$ cat config.mk
export PLATFORM = sky130hd
export DESIGN_NAME = demo_scene_sequencer
export DESIGN_NICKNAME = d
export VERILOG_FILES = /design/src/rtl/demo_scene_sequencer.sv
export SDC_FILE = /design/constraint.sdc
export NUM_CORES = 1
export LEC_CHECK = 0
export CORE_UTILIZATION = 47
export CTS_CLUSTER_DIAMETER = 200
export DETAILED_ROUTE_END_ITERATION = 7
export GPL_ROUTABILITY_DRIVEN = 0
export PLACE_DENSITY = 0.79
export SETUP_SLACK_MARGIN = 0.15
export SYNTH_ARGS = -nofsm -noshare
export SYNTH_HDL_FRONTEND = slang
export SYNTH_SLANG_ARGS = --single-unit
$ cat constraint.sdc
create_clock -name clk -period 10.4 [get_ports clk]
set_clock_uncertainty 0.05 [all_clocks]
set_input_delay 1.56 -clock clk [delete_from_list [all_inputs] [get_ports clk]]
set_output_delay 1.56 -clock clk [all_outputs]
set_load 0.02 [all_outputs]
$ cat src/rtl/demo_scene_sequencer.sv
// Frame-level scene scheduler: advances a scene playlist on video frame pulses, with pause,
// single-frame step, scene skip and scene hold. All outputs are registered.
module demo_scene_sequencer #(
    parameter int unsigned NUM_SCENES = 8,
    parameter int unsigned SCENE_BITS = 3,
    parameter int unsigned LEN_BITS   = 8,
    parameter int unsigned FRAME_BITS = 12,
    parameter int unsigned FADE_BITS  = 4
) (
    input  logic                  clk,
    input  logic                  reset,
    input  logic                  new_frame,
    input  logic                  pause,
    input  logic                  step,
    input  logic                  skip,
    input  logic                  hold_scene,
    input  logic [LEN_BITS-1:0]   scene_len,
    output logic [SCENE_BITS-1:0] scene,
    output logic [LEN_BITS-1:0]   frame_in_scene,
    output logic [FRAME_BITS-1:0] frame_count,
    output logic                  scene_start,
    output logic [FADE_BITS-1:0]  fade
);

    localparam logic [SCENE_BITS-1:0] LastScene  = SCENE_BITS'(NUM_SCENES - 1);
    localparam int unsigned           FadeMaxInt = (1 << FADE_BITS) - 1;
    localparam logic [LEN_BITS-1:0]   FadeMaxLen = LEN_BITS'(FadeMaxInt);

    typedef enum logic [1:0] {
        StRun    = 2'd0,
        StPaused = 2'd1,
        StStep   = 2'd2
    } state_e;

    state_e state_q, state_d;

    logic [SCENE_BITS-1:0] scene_q, scene_d;
    logic [LEN_BITS-1:0]   fis_q, fis_d;
    logic [FRAME_BITS-1:0] fc_q, fc_d;
    logic                  start_q, start_d;
    logic [FADE_BITS-1:0]  fade_q, fade_d;
    logic                  step_q, skip_q;
    logic                  skip_pend_q, skip_pend_d;

    logic                step_rise, skip_rise, skip_req, skip_take;
    logic                adv, last, change;
    logic [LEN_BITS-1:0] len_eff, len_m1;

    // Edge detection, frame qualification and scene-end decode.
    always_comb begin
        step_rise = step & ~step_q;
        skip_rise = skip & ~skip_q;
        skip_req  = skip_pend_q | skip_rise;
        // A skip is honoured on the next frame pulse regardless of pause state.
        skip_take = new_frame & skip_req;
        adv       = new_frame & (((state_q == StRun) & ~pause) | (state_q == StStep));
        len_eff   = (scene_len == '0) ? LEN_BITS'(1) : scene_len;
        len_m1    = len_eff - LEN_BITS'(1);
        last      = (fis_q >= len_m1);
        change    = (adv & last) | skip_take;
    end

    // Playback control FSM next-state.
    always_comb begin
        state_d = state_q;
        unique case (state_q)
            StRun: begin
                if (pause) state_d = StPaused;
            end
            StPaused: begin
                if (!pause)         state_d = StRun;
                else if (step_rise) state_d = StStep;
            end
            StStep: begin
                if (new_frame) state_d = pause ? StPaused : StRun;
            end
            default: state_d = StRun;
        endcase
    end

    // Scene / frame counters and fade level for the next registered value.
    always_comb begin
        logic [LEN_BITS-1:0] f_down;
        logic [LEN_BITS-1:0] f_min;

        scene_d     = scene_q;
        fis_d       = fis_q;
        fc_d        = fc_q;
        start_d     = 1'b0;
        fade_d      = fade_q;
        skip_pend_d = skip_take ? 1'b0 : skip_req;
        f_down      = '0;
        f_min       = '0;

        if (adv) fc_d = fc_q + 1'b1;

        if (change) begin
            fis_d   = '0;
            start_d = 1'b1;
            // Skip overrides hold.
            if (!(hold_scene && !skip_take)) begin
                scene_d = (scene_q == LastScene) ? '0 : scene_q + 1'b1;
            end
        end else if (adv) begin
            fis_d = fis_q + 1'b1;
        end

        if (adv || skip_take) begin
            // Frames beyond a shortened scene length fade as fully out.
            f_down = (fis_d <= len_m1) ? (len_m1 - fis_d) : '0;
            f_min  = (fis_d < f_down) ? fis_d : f_down;
            fade_d = (f_min > FadeMaxLen) ? FADE_BITS'(FadeMaxInt) : f_min[FADE_BITS-1:0];
        end
    end

    // State and output registers with synchronous reset.
    always_ff @(posedge clk) begin
        if (reset) begin
            state_q     <= StRun;
            scene_q     <= '0;
            fis_q       <= '0;
            fc_q        <= '0;
            start_q     <= 1'b0;
            fade_q      <= '0;
            step_q      <= 1'b0;
            skip_q      <= 1'b0;
            skip_pend_q <= 1'b0;
        end else begin
            state_q     <= state_d;
            scene_q     <= scene_d;
            fis_q       <= fis_d;
            fc_q        <= fc_d;
            start_q     <= start_d;
            fade_q      <= fade_d;
            step_q      <= step;
            skip_q      <= skip;
            skip_pend_q <= skip_pend_d;
        end
    end

    assign scene          = scene_q;
    assign frame_in_scene = fis_q;
    assign frame_count    = fc_q;
    assign scene_start    = start_q;
    assign fade           = fade_q;

endmodule
==> results.sh, run 1 <==
export IMPL_power_switching_mw=0.0998
export IMPL_grt_max_degree=34
export IMPL_finalWorstSetupSlack_ns=1.51
export IMPL_numCtsBuffers=5
export IMPL_ir_worst_vdd_mv=0.0754
export IMPL_synthXorXnorAreaFrac=0.0773
export IMPL_start_util=0.497
export IMPL_ios=43
export IMPL_nets=418
export IMPL_avgSynthCellArea_sq_um=7.80
export IMPL_min_period_over_period=0.855
export IMPL_power_density_nw_per_um2=97.8
export IMPL_numClockSinks=33
export IMPL_die_area_sq_um=5840
export IMPL_clock_fmax_mhz=113
export IMPL_cts_htree_levels=2
export IMPL_postCtsResizedCells=0
export IMPL_portBuffers=42
export IMPL_drtAntennaViolNets=0
export IMPL_clock_path_buffers=2
export IMPL_p_clk_frac=0.306
export IMPL_regToRegStartpoint="frame_in_scene[0]"
export IMPL_cap_violations=0
export IMPL_cts_clk_slew_worst_paths_ns=0.07
export IMPL_die_h_um=76.5
export IMPL_total_leakage_power_nw=1.38
export IMPL_switching_share=0.321
export IMPL_comb_power_share=0.268
export IMPL_r2r_slack_ns=4.18
export IMPL_rsz0062_at_grt="no"
export IMPL_cp_required_ns=10.53
export IMPL_arrival_ns=9.02
export IMPL_hp_class="flop to flop"
export IMPL_outcome="completed"
export IMPL_n_antenna_cell=0
export IMPL_reg2regPathDepth=24
export IMPL_drt_pass1_iter_count=4
export IMPL_reg2reg_to="fade[1]"
export IMPL_seq_power_share=0.426
export IMPL_worst_setup_path_start_kind="input pin"
export IMPL_cp_end_kind="flop"
export IMPL_fin_tns_setup_ns=0
export IMPL_synthSimpleGateAreaFrac=0.274
export IMPL_path_class="input pin to flop"
export IMPL_fillers=481
export IMPL_fin_hold_ws_ns=0.447
export IMPL_antenna_found_initial=0
export IMPL_max_stage_delay_ns=0.53
export IMPL_clkLatencyLatePin_ns=0.28
export IMPL_synth_ff_type="dfxtp_1"
export IMPL_yosysWarnings=0
export IMPL_cp_slowest_cell="fa_1"
export IMPL_synth_cell_types=55
export IMPL_drc=0
export IMPL_critPathLaunch="scene_len[2]"
export IMPL_avgViaCountPerCell=5.64
export IMPL_synthesis_area_sq_um=2600
export IMPL_yosysSeqAreaShare=0.254
export IMPL_track_usage=0.234
export IMPL_synth_fp_nets=376
export IMPL_drt_total_wl_um=6290
export IMPL_worst_pin_slew_ns=0.542
export IMPL_endpoint="fade[1]"
export IMPL_grt_pass1_wl_um=11100
export IMPL_synthArstFlopShare=0
export IMPL_vias=2520
export IMPL_wl_per_cell_um=14.1
export IMPL_drt_iter0_markers=186
export IMPL_postCtsSetupBuffers=0
export IMPL_hold_viol_final=0
export IMPL_setup_viol=0
export IMPL_ys_ff_latch=33
export IMPL_fp_dieW_um=76.5
export IMPL_synthCells=334
export IMPL_min_period_ns=8.89
export IMPL_cp_max_fo=10
export IMPL_internal_power_mw=0.211
export IMPL_drive_above_1_share=0.0504
export IMPL_final_max_slew_viol_count=0
export IMPL_synth_top_family_by_area="simple AND/OR/NAND/NOR gates"
export IMPL_pre_cts_ws_ns=1.25
export IMPL_root_buffer="clkbuf_8"
export IMPL_relSlewSlack=0.635
export IMPL_synth_compound_area_frac=0.199
export IMPL_grt_overflow=0
export IMPL_synth_edf_count=0
export IMPL_coreArea_sq_um=5240
export IMPL_dp_hpwl_um=4900
export IMPL_hold_buffers=0
export IMPL_grt_pass1_vias=2367
export IMPL_crit_top_cell="a211o_1"
export IMPL_final_common_cell="clkdlybuf4s50_1"
export IMPL_row_count=26
export IMPL_cts_tree="yes"
export IMPL_syn_to_final_growth_pct=22.0
export IMPL_synth_fa_ha_area_frac=0.136
export IMPL_final_cell_mix="clkdlybuf4s50_1 (42), nand2_1 (37), nor2_1 (34), dfxtp_1 (33), ha_1 (26)"
export IMPL_synthMuxAreaShare=0.0115
## state kept, by name, summed over array words and instances, names as in the netlist
register and cells:
fade 4, frame_count 12, frame_in_scene 8, scene 3
scene_start 1, skip_pend_q 1, skip_q 1, state_q 2
step_q 1
## power by group through the flow
stage / clock [mW] / sequential (mW) / combinational (mW)
after global routing: 0.103 / 0.133 / 0.0935
after global placement: 0 / 0.135 / 0.0802
after floorplan: 0 / 0.138 / 0.0540
after detailed placement: 0 / 0.135 / 0.0818
after CTS: 0.0964 / 0.132 / 0.0824
final: 0.0951 / 0.132 / 0.0833
## metal layers
layer  vias up  track usage  share of wire
met5         -            0              0
met4         0       0.0558         0.0094
met3         7       0.0419          0.069
met2        86        0.384           0.46
met1      1153        0.317           0.46
li1       1274            -              -
## cells in the mapped netlist (3+ instances only)
| library cell | instances | area (sq um) |
|---|---|---|
| a211o_1 | 6 | 52.6 |
| a21o_1 | 7 | 52.6 |
| a21oi_1 | 18 | 90.1 |
| a31oi_1 | 3 | 18.8 |
| buf_2 | 3 | 15.0 |
| clkbuf_1 | 6 | 22.5 |
| dfxtp_1 | 33 | 661 |
| ha_1 | 26 | 325 |
| inv_1 | 23 | 86.3 |
| mux2i_1 | 3 | 30.0 |
| nand2_1 | 37 | 139 |
| nand2b_1 | 4 | 25.0 |
| nand3_1 | 6 | 30.0 |
| nand4_1 | 9 | 56.3 |
| nor2_1 | 34 | 128 |
| nor2b_1 | 9 | 56.3 |
| nor3_1 | 10 | 50.1 |
| nor4_1 | 4 | 25.0 |
| o211ai_1 | 3 | 22.5 |
| o21a_1 | 4 | 30.0 |
| o21ai_0 | 14 | 70.1 |
| o31a_1 | 3 | 26.3 |
| or3_1 | 6 | 37.5 |
| xnor2_1 | 9 | 78.8 |
| xor2_1 | 14 | 123 |
## stage by stage
| step | power, mW | std cells | area (sq um) | util |
|---|---|---|---|---|
| after floorplan | 0.192 | 334 | 2610 | - |
| after detailed placement | 0.217 | 439 | 3090 | 0.590 |
| final | 0.311 | 447 | 3180 | 0.607 |
| after global placement | 0.215 | 439 | 3090 | 0.590 |
| after CTS | 0.311 | 447 | 3180 | 0.607 |
| after global routing | 0.329 | 447 | 3180 | 0.607 |
## cell type report
cell class | instances | area [sq um] | area share
clock buffers | 5 | 68.8 | 0.0217
multi-input cells | 269 | 1820 | 0.573
repair buffers | 44 | 435 | 0.137
well taps | 70 | 87.6 | 0.0276
flip-flops and latches | 33 | 661 | 0.208
clock inverters | 3 | 17.5 | 0.00551
inverters | 23 | 86.3 | 0.0272
## worst max-delay path, delay by kind of cell
kind	cells	cell delay [ns]
AO/OA/AOI/OAI	16	3.82
AND/OR/NAND/NOR	7	1.17
XOR/XNOR	1	0.20
adder cells (fa/ha/maj)	5	1.60
buffers and inverters	3	0.67
## kinds of logic (layout without fill, tap and decap cells)
kind of cell | count (synthesis) | in the layout
fa+ha+maj | 28 | 28
xor+xnor | 23 | 23
mux | 3 | 3
simple gates | 138 | 138
compound gates | 77 | 77
flops | 33 | 33
buf+inv | 32 | 75
## how the worst min path moves through the flow
stage | from | endpoint | slack, ns | cells past startpoint
6_report | frame_count[5] | frame_count[5] | 0.45 | 2
3_3_place_gp | scene[0] | scene[0] | 0.42 | 2
3_5_place_dp | frame_count[5] | frame_count[5] | 0.44 | 2
4_1_cts | frame_count[5] | frame_count[5] | 0.45 | 2
2_1_floorplan | skip_pend_q | skip_pend_q | 0.45 | 2
5_1_grt | fade[2] | fade[2] | 0.47 | 2
(Power assumes the default switching activity.)
==> run 2, diff against run 1 <==
--- a/config.mk
+++ b/config.mk
@@ -14,3 +14,4 @@
 export SYNTH_ARGS = -nofsm -noshare
 export SYNTH_HDL_FRONTEND = slang
 export SYNTH_SLANG_ARGS = --single-unit
+export TNS_END_PERCENT = 5
==> results of run 2 <==
The final DEF is identical to that of run 1; final timing and power are the same.
==> run 3, diff against run 2 <==
--- a/config.mk
+++ b/config.mk
@@ -5,11 +5,12 @@
 export SDC_FILE = /design/constraint.sdc
 export NUM_CORES = 1
 export LEC_CHECK = 0
-export CORE_UTILIZATION = 47
+export CORE_MARGIN = 1.5
+export CORE_UTILIZATION = 54
 export CTS_CLUSTER_DIAMETER = 200
 export DETAILED_ROUTE_END_ITERATION = 7
 export GPL_ROUTABILITY_DRIVEN = 0
-export PLACE_DENSITY = 0.79
+export PLACE_DENSITY = 0.88
 export SETUP_SLACK_MARGIN = 0.15
 export SYNTH_ARGS = -nofsm -noshare
 export SYNTH_HDL_FRONTEND = slang
==> run 3 against run 2 <==
  * Critical path depth shrank 1
  * Non-clock buffer count is the same
  * Combinational power grew 1%
==> results.sh, run 3 (same netlist as run 1, synthesis figures left out) <==
export IMPL_avgViaCountPerCell=6.13
export IMPL_postCtsResizedCells=0
export IMPL_worst_setup_path_start_kind="input pin"
export IMPL_reg2regPathDepth=23
export IMPL_grt_pass1_vias=2440
export IMPL_fillers=413
export IMPL_final_cell_mix="clkdlybuf4s50_1 (42), nand2_1 (37), nor2_1 (34), dfxtp_1 (33), ha_1 (26)"
export IMPL_largest_register_ffs=12
export IMPL_drive_above_1_share=0.0477
export IMPL_regToRegStartpoint="frame_in_scene[0]"
export IMPL_cts_clk_slew_worst_paths_ns=0.07
export IMPL_cp_slowest_cell="a211oi_1"
export IMPL_drc=0
export IMPL_design_area_sq_um=3190
export IMPL_grt_overflow=0
export IMPL_row_count=25
export IMPL_clock_path_buffers=2
export IMPL_drt_total_wl_um=6720
export IMPL_power_density_nw_per_um2=107
export IMPL_path_class="input pin to flop"
export IMPL_rsz0062_at_grt="no"
export IMPL_start_util=0.555
export IMPL_grt_max_degree=34
export IMPL_crit_top_cell="a211o_1"
export IMPL_ios=43
export IMPL_whs_path_depth=2
export IMPL_min_period_ns=9.09
export IMPL_syn_to_final_growth_pct=22.3
export IMPL_cts_tree="yes"
export IMPL_root_buffer="clkbuf_8"
export IMPL_setup_viol=0
export IMPL_nets=418
export IMPL_min_period_over_period=0.874
export IMPL_wl_per_cell_um=15.6
export IMPL_cts_htree_levels=2
export IMPL_vias=2641
export IMPL_busiest_layer="met2"
export IMPL_final_common_cell="clkdlybuf4s50_1"
export IMPL_grt_pass1_wl_um=11200
export IMPL_final_max_slew_viol_count=0
export IMPL_arrival_ns=9.21
export IMPL_drtAntennaViolNets=0
export IMPL_coreArea_sq_um=4690
export IMPL_grt_use_met3=0.0653
export IMPL_dp_hpwl_um=5280
export IMPL_fin_tns_setup_ns=0
export IMPL_total_leakage_power_nw=1.40
export IMPL_worst_pin_slew_ns=0.654
export IMPL_track_usage=0.267
export IMPL_hp_class="flop to flop"
export IMPL_numCtsBuffers=5
export IMPL_clkLatencyLatePin_ns=0.28
export IMPL_portBuffers=42
export IMPL_ir_worst_vdd_mv=0.0869
export IMPL_numClockSinks=33
export IMPL_clock_fmax_mhz=110
export IMPL_met2_usage=0.463
export IMPL_post_route_util=0.679
export IMPL_drt_pass1_iter_count=5
export IMPL_outcome="completed"
export IMPL_die_h_um=72.5
export IMPL_cp_end_kind="flop"
export IMPL_r2r_slack_ns=3.90
export IMPL_hold_viol_final=0
export IMPL_antenna_found_initial=0
export IMPL_met1_usage=0.336
export IMPL_hp_start="scene[0]"
export IMPL_cap_violations=0
export IMPL_min_to="scene[0]"
export IMPL_drt_iter0_markers=179
export IMPL_n_antenna_cell=0
export IMPL_placed_area_sq_um=3070
export IMPL_die_area_sq_um=5250
export IMPL_hold_buffers=0
export IMPL_cp_max_fo=10
export IMPL_postCtsSetupBuffers=0
export IMPL_fp_dieW_um=72.5
export IMPL_reg2reg_to="fade[1]"
export IMPL_relSlewSlack=0.560
export IMPL_max_stage_delay_ns=0.55
export IMPL_cp_required_ns=10.52
## run 3: cell types whose count changed in the layout (fill, tap and decap cells not counted), sizes merged
| cell | before | now |
|---|---|---|
| bufinv | 0 | 1 |
| clkinv | 2 | 0 |
| clkinvlp | 1 | 0 |
| clkbuf | 5 | 7 |
## run 3: worst max path at each step
stage                       from       to  slack [ns]  cells past startpoint
CTS                 scene_len[3]  fade[1]        1.42                     31
global placement    scene_len[3]  fade[1]        1.53                     32
detailed placement  scene_len[3]  fade[1]        1.15                     31
finish              scene_len[3]  fade[1]        1.31                     31
global route        scene_len[2]  fade[1]        0.74                     32
floorplan           scene_len[1]  fade[1]        2.61                     32
## run 3: layout make-up
| class | instances | area [sq um] | share of cell area |
|---|---|---|---|
| clock buffer | 7 | 86.3 | 0.0271 |
| clock inverter | 1 | 30.0 | 0.00942 |
| inverter | 23 | 86.3 | 0.0271 |
| multi-input combinational | 269 | 1820 | 0.571 |
| sequential | 33 | 661 | 0.207 |
| tap | 54 | 67.6 | 0.0212 |
| timing repair buffer | 44 | 435 | 0.137 |
## run 3: worst max-delay path, delay by kind of cell
kind / cells / cell delay (ns)
AO/OA/AOI/OAI: 16 / 4.06
XOR/XNOR: 1 / 0.19
adder cells (fa/ha/maj): 5 / 1.60
buffers and inverters: 3 / 0.68
AND/OR/NAND/NOR: 6 / 1.11
## run 3: per-layer routing
metal,wire (um),up-vias
met1,2820,1225
met2,3270,125
met5,0,-
met4,87,0
li1,-,1278
met3,549,13
## run 3: per-stage QoR
step	setup WS (ns)	power [mW]	std cells	hold slack, ns
2_1_floorplan	2.61	0.192	334	0.451
3_3_place_gp	1.53	0.215	423	0.427
3_5_place_dp	1.15	0.218	423	0.441
4_1_cts	1.42	0.341	431	0.452
5_1_grt	0.738	0.358	431	0.486
6_report	1.31	0.341	431	0.448
## run 3: power breakdown
group          total [mW]  switching [mW]  internal [mW]
clock network       0.125          0.0465         0.0781
logic              0.0842          0.0491         0.0351
registers           0.133         0.00284          0.130
